[config.mk]
export PLATFORM = sky130hd
export DESIGN_NAME = ssd1306_7seg_frame_streamer
export DESIGN_NICKNAME = d
export VERILOG_FILES = /design/src/rtl/ssd1306_7seg_frame_streamer.sv
export SDC_FILE = /design/constraint.sdc
export NUM_CORES = 1
export LEC_CHECK = 0
export ABC_AREA = 1
export CORE_ASPECT_RATIO = 1.75
export CORE_UTILIZATION = 45
export DETAILED_ROUTE_END_ITERATION = 10
export DONT_BUFFER_PORTS = 1
export PLACE_DENSITY = 0.74
export SLEW_MARGIN = 20
export SYNTH_ARGS = -nofsm -noshare
export SYNTH_HDL_FRONTEND = slang
export SYNTH_SLANG_ARGS = --single-unit
[constraint.sdc]
create_clock -name clk -period 2.9 [get_ports clk]
set_input_delay 0.29 -clock clk [delete_from_list [all_inputs] [get_ports clk]]
set_output_delay 0.29 -clock clk [all_outputs]
set_load 0.05 [all_outputs]
[src/rtl/ssd1306_7seg_frame_streamer.sv]
// rtl/ssd1306_7seg_frame_streamer.sv - seven-segment digit row rendered to SSD1306 page bytes
// Captures a digit frame, then streams 4 pages of LINE_W bytes over a valid/ready handshake.
module ssd1306_7seg_frame_streamer #(
  parameter int NUM_DIGITS = 4,
  parameter int DIGIT_W    = 21,
  parameter int GAP_W      = 3,
  parameter int SEG_T      = 3
) (
  input  logic                    clk,
  input  logic                    rst_n,
  input  logic                    start,
  input  logic [7*NUM_DIGITS-1:0] segments_in,
  input  logic [NUM_DIGITS-1:0]   dec_point_in,
  input  logic                    blank_lz_in,
  output logic [7:0]              byte_out,
  output logic                    byte_valid,
  input  logic                    byte_ready,
  output logic                    busy,
  output logic                    frame_done
);

  localparam int CELL_W = DIGIT_W + GAP_W;
  localparam int LINE_W = NUM_DIGITS * CELL_W;
  localparam int COL_W  = $clog2(LINE_W);
  localparam logic [COL_W-1:0] LAST_COL = COL_W'(LINE_W - 1);

  typedef enum logic [1:0] {S_IDLE, S_LOAD, S_STREAM, S_DONE} state_t;

  state_t state, next_state;

  logic [7*NUM_DIGITS-1:0] seg_sh;
  logic [NUM_DIGITS-1:0]   dp_sh;
  logic                    blz_sh;
  logic [NUM_DIGITS-1:0]   blank;
  logic                    blank_run;

  // cur_* addresses the byte presently held in byte_out
  logic [1:0]       cur_page, nxt_page, gen_page;
  logic [COL_W-1:0] cur_col, nxt_col, gen_col;
  logic             last_byte;
  logic             handshake;
  logic [7:0]       gen_byte;
  logic [6:0]       cell_seg;
  logic             cell_dp;
  logic             cell_blank;
  int               cell_idx;
  int               cell_x;
  int               digit_idx;

  function automatic logic glyph_px(input int x, input int y, input logic [6:0] s, input logic dp);
    logic hmid, left, right, upper, lower;
    hmid  = (x >= SEG_T) && (x <= DIGIT_W - 1 - SEG_T);
    left  = (x < SEG_T);
    right = (x >= DIGIT_W - SEG_T) && (x < DIGIT_W);
    upper = (y >= SEG_T) && (y <= 15);
    lower = (y >= 16) && (y <= 31 - SEG_T);
    if (x >= DIGIT_W)
      return dp && (x <= DIGIT_W + 1) && (y >= 28);
    return (s[0] && hmid && (y < SEG_T))
        || (s[6] && hmid && (y >= 16 - SEG_T / 2) && (y <= 16 - SEG_T / 2 + SEG_T - 1))
        || (s[3] && hmid && (y >= 32 - SEG_T))
        || (s[5] && left && upper) || (s[4] && left && lower)
        || (s[1] && right && upper) || (s[2] && right && lower);
  endfunction

  always_ff @(posedge clk or negedge rst_n) begin
    if (!rst_n) state <= S_IDLE;
    else        state <= next_state;
  end

  assign handshake = byte_valid && byte_ready;
  assign last_byte = (cur_page == 2'd3) && (cur_col == LAST_COL);

  always_comb begin
    next_state = state;
    case (state)
      S_IDLE:   if (start) next_state = S_LOAD;
      S_LOAD:   next_state = S_STREAM;
      S_STREAM: if (handshake && last_byte) next_state = S_DONE;
      S_DONE:   next_state = S_IDLE;
      default:  next_state = S_IDLE;
    endcase
  end

  assign busy       = (state != S_IDLE);
  assign frame_done = (state == S_DONE);

  // Blanking walks in from the leftmost digit and stops at the first non-"0" or dotted digit
  always_comb begin
    blank     = '0;
    blank_run = blz_sh;
    for (int k = NUM_DIGITS - 1; k >= 1; k--) begin
      blank_run = blank_run && (seg_sh[7*k +: 7] == 7'h3F) && !dp_sh[k];
      blank[k]  = blank_run;
    end
  end

  always_comb begin
    if (cur_col == LAST_COL) begin
      nxt_col  = '0;
      nxt_page = cur_page + 2'd1;
    end else begin
      nxt_col  = cur_col + 1'b1;
      nxt_page = cur_page;
    end
  end

  always_comb begin
    gen_page   = (state == S_LOAD) ? 2'd0 : nxt_page;
    gen_col    = (state == S_LOAD) ? '0 : nxt_col;
    cell_idx   = int'(gen_col) / CELL_W;
    cell_x     = int'(gen_col) % CELL_W;
    digit_idx  = NUM_DIGITS - 1 - cell_idx;
    cell_seg   = '0;
    cell_dp    = 1'b0;
    cell_blank = 1'b0;
    for (int k = 0; k < NUM_DIGITS; k++) begin
      if (digit_idx == k) begin
        cell_seg   = seg_sh[7*k +: 7];
        cell_dp    = dp_sh[k];
        cell_blank = blank[k];
      end
    end
    gen_byte = '0;
    for (int b = 0; b < 8; b++)
      gen_byte[b] = !cell_blank && glyph_px(cell_x, 8 * int'(gen_page) + b, cell_seg, cell_dp);
  end

  always_ff @(posedge clk or negedge rst_n) begin
    if (!rst_n) begin
      seg_sh     <= '0;
      dp_sh      <= '0;
      blz_sh     <= 1'b0;
      cur_page   <= '0;
      cur_col    <= '0;
      byte_out   <= '0;
      byte_valid <= 1'b0;
    end else begin
      if (state == S_IDLE && start) begin
        seg_sh <= segments_in;
        dp_sh  <= dec_point_in;
        blz_sh <= blank_lz_in;
      end
      if (state == S_LOAD) begin
        cur_page   <= '0;
        cur_col    <= '0;
        byte_out   <= gen_byte;
        byte_valid <= 1'b1;
      end else if (state == S_STREAM && handshake) begin
        if (last_byte) begin
          byte_valid <= 1'b0;
        end else begin
          cur_page <= nxt_page;
          cur_col  <= nxt_col;
          byte_out <= gen_byte;
        end
      end
    end
  end

endmodule

==> run metrics <==
initial drt markers 147; clk_lat worst skew 290 ps; R2R Path Start cur_col[1]; FF-to-FF path depth 23; syn_nets around 480; RR Endpoint byte_out[1]; Startpoint Class flip-flop; slowest cell on the critical path dfrtp_1; Synth Area per Inst 7.71 um2; H-tree depth 2; Ports 48; Layout Skew 7.50 ps; slowest cell delay on critical path 410 ps; clk sinks 52; Mapped Area 3320 um2; final hold vios 0; Vias 3,049; GP Congestion 0.999; max-cap violations 0; NetSw about 1600 uW; sequential power share 37.1%; Crit Path Max Fanout 7; mean number of vias per cell 5.31; sw frac between 40% and 50%; PD cells 876 nW/um2; ANT cells 0; # rows 41; Inserted Clock Buffers 5; Area Growth Syn to Fin 29.3%; R2R Setup Slk -330 ps; layout cells sized above 1 between 30% and 40%; total gr overflow 0; Place WS -348 ps; Finished Layout Cells approximately 570; setup TNS -2050 ps; Placed Cells 557; RSZ-0062 raised after global routing yes; Comb pwr share 45.4%; count of warnings emitted by yosys 0; number of synthesized flops with an enable pin 0; final wirelength 8.45 mm; Root Buffer Master clkbuf_16; number of max-slew violations in the final report 0; number of fill cells in the layout 620; Final Cycle Share 111%; All-Layer GR Usage ~24%; FF+latch count, synth 52; chip width 67.0 um; Post-route DRC 0; Initial Utilization 46.3%; Final min period 3230 ps; Max Clk Rate 0.309 GHz; Synth cell types 34; hpwl dp 6.27 mm; largest net degree at the start of global routing 53; first-pass GRT wire length 14.0 mm; ANT nets after route 0; Cells after Synth 431; Worst-Margin Slew 895 ps; clk buf depth 2; Worst Hold Class in -> reg; VDD IR max roughly 550 uV; CP endpoint kind flip-flop; worst hold endpoint seg_sh[5]; CTS clock-pin slew for the worst setup and hold paths 70 ps; Worst Setup SP cur_col[1]; P_leak 0.00213 uW; initial antenna violation count 0; hold slack 140 ps; CP arrival between 3000 and 4000 ps; die height 116 um; Setup violations, final 7; post-layout util 59.8%; WHS Path Cells 1; Primary FF master, synth dfrtp_1; DIE AREA 7750 um2; worst-path cell chain ha_4 -> nand3_4 -> nor2_4 -> nor2_4 -> nand3_4 -> inv_4 -> ha_4 -> inv_8 -> o21ai_4 -> nand3_2 -> nand3_2 -> nand2_4 -> nor2_8 -> nand3_4 -> buf_6 -> nand2_4 -> o22ai_2 -> o21bai_1 -> nor2_2 -> nor2_2 -> nand2_1 -> nand2_2 -> nand3_2; Hold Path Origin segments_in[5]; Worst EP required between 3000 and 4000 ps; failing checks negative setup slack; mean routed wirelength per cell 14.7 um; kind of critical path reg -> reg; final worst-path setup slack -332 ps; fin nets 533; TritonCTS clock tree done; post-synthesis async set-or-reset flop share 100%; Clock power frac 17.5%; buffers added on ports 0; register area share after synthesis 39.2%; Max-slew headroom 40.3%; status finished, violations left; internal power 2150 uW; Core ar. 7180 um2; drt pass-1 iters 4; vias in the first global route 3,098
metal layers:
| metal | vias up | GRT usage (%) | wire, um |
|---|---|---|---|
| met5 | - | 0 | 0 |
| met1 | 1427 | 23.2 | 2940 |
| met2 | 74 | 47.1 | 4860 |
| met4 | 0 | 12.6 | 423 |
| met3 | 29 | 3.25 | 235 |
| li1 | 1519 | - | - |
final cells by class:
class                   count  area, um2  area share, %
inverters                  57        224           5.21
well taps                  86        108           2.50
repair buffers             59        477           11.1
clock inverters             2       35.0          0.815
multi-input cells         312       2020           47.1
clock buffers               6        129           3.00
flip-flops and latches     52       1300           30.3
metrics by stage:
step / total power, uW / area (um2)
after floorplan: 2400 / 3400
after global placement: 2830 / 3830
after detailed placement: 2890 / 3830
after CTS: 3640 / 4170
after global routing: 4030 / 4300
final: 3770 / 4300
worst max-delay path by stage:
| stage | to | cells after the start |
|---|---|---|
| floorplan | byte_out[7] | 26 |
| global placement | byte_out[0] | 25 |
| detailed placement | byte_out[1] | 26 |
| CTS | byte_out[1] | 27 |
| global route | byte_out[7] | 23 |
| finish | byte_out[1] | 23 |
sequential cells by signal, summed over array words and instances, names as in the netlist:
signal      flops
cur_col         7
byte_valid      1
byte_out        7
dp_sh           4
blz_sh          1
state           2
seg_sh         28
cur_page        2
worst max-delay path: cells and delay by family, from the launching register on:
kind | cells | cell delay [ps]
and+or+nand+nor | 15 | 1500
AOI/OAI and AO/OA | 3 | 510
DFF | 1 | 410
adders and majority gates | 2 | 360
buffers and inverters | 3 | 310
cells in the final DEF (no fill, tap or decap), types with 3 or more instances in the layout:
master | netlist | layout
nand2_2 | 10 | 25
nor2_2 | 6 | 8
nand2_1 | 88 | 69
nand3_4 | 2 | 4
clkbuf_16 | 0 | 5
nor2_4 | 2 | 8
a21oi_1 | 32 | 31
ha_4 | 0 | 3
o21ai_1 | 5 | 5
inv_1 | 49 | 45
nand4_1 | 13 | 13
nand3_1 | 31 | 24
nor3_1 | 5 | 5
ha_1 | 9 | 6
o21ai_0 | 16 | 15
nor4_1 | 4 | 4
nor2_1 | 50 | 42
nand3_2 | 7 | 12
buf_6 | 2 | 3
nand2_4 | 5 | 8
mux2_2 | 13 | 13
dfrtp_1 | 52 | 51
inv_2 | 8 | 10
buf_4 | 1 | 54
kinds of logic (layout without fill, tap and decap cells):
kind of cell / after synthesis / count (layout) / share of synthesized area (%)
xor+xnor: 1 / 1 / 0.264
simple gates: 228 / 228 / 34.6
fa+ha+maj: 9 / 9 / 3.39
buf+inv: 67 / 124 / 8.13
flops: 52 / 52 / 39.2
compound gates: 61 / 61 / 10.1
mux: 13 / 13 / 4.41
what timing repair did:
| action | in CTS | in global routing |
|---|---|---|
| cloned | 0 | 0 |
| buffers inserted | 4 | 3 |
| pin swaps | 23 | 32 |
| resized for setup | 25 | 34 |
| endpoints found under the hold margin | 52 | 0 |
| hold buffers | 2 | 0 |
| endpoints found under the setup margin | 7 | 7 |
cells in the mapped netlist, types with 6 or more instances:
cell,n,share of area [%]
nand2_1,88,9.9
dfrtp_1,52,39
nor2_1,50,5.6
inv_1,49,5.5
a21oi_1,32,4.8
nand3_1,31,4.7
o21ai_0,16,2.4
mux2_2,13,4.4
nand4_1,13,2.4
nand2_2,10,1.9
ha_1,9,3.4
inv_2,8,0.90
clkbuf_1,7,0.79
nand3_2,7,2.1
nor2_2,6,1.1
power groups by stage:
stage          logic (uW)  registers, uW  clock network, uW
2_1_floorplan        1080           1320                  0
3_3_place_gp         1440           1390                  0
3_5_place_dp         1490           1400                  0
4_1_cts              1570           1400                672
5_1_grt              1900           1430                698
6_report             1710           1400                660
Note: power is estimated with default switching activity, not from simulation.
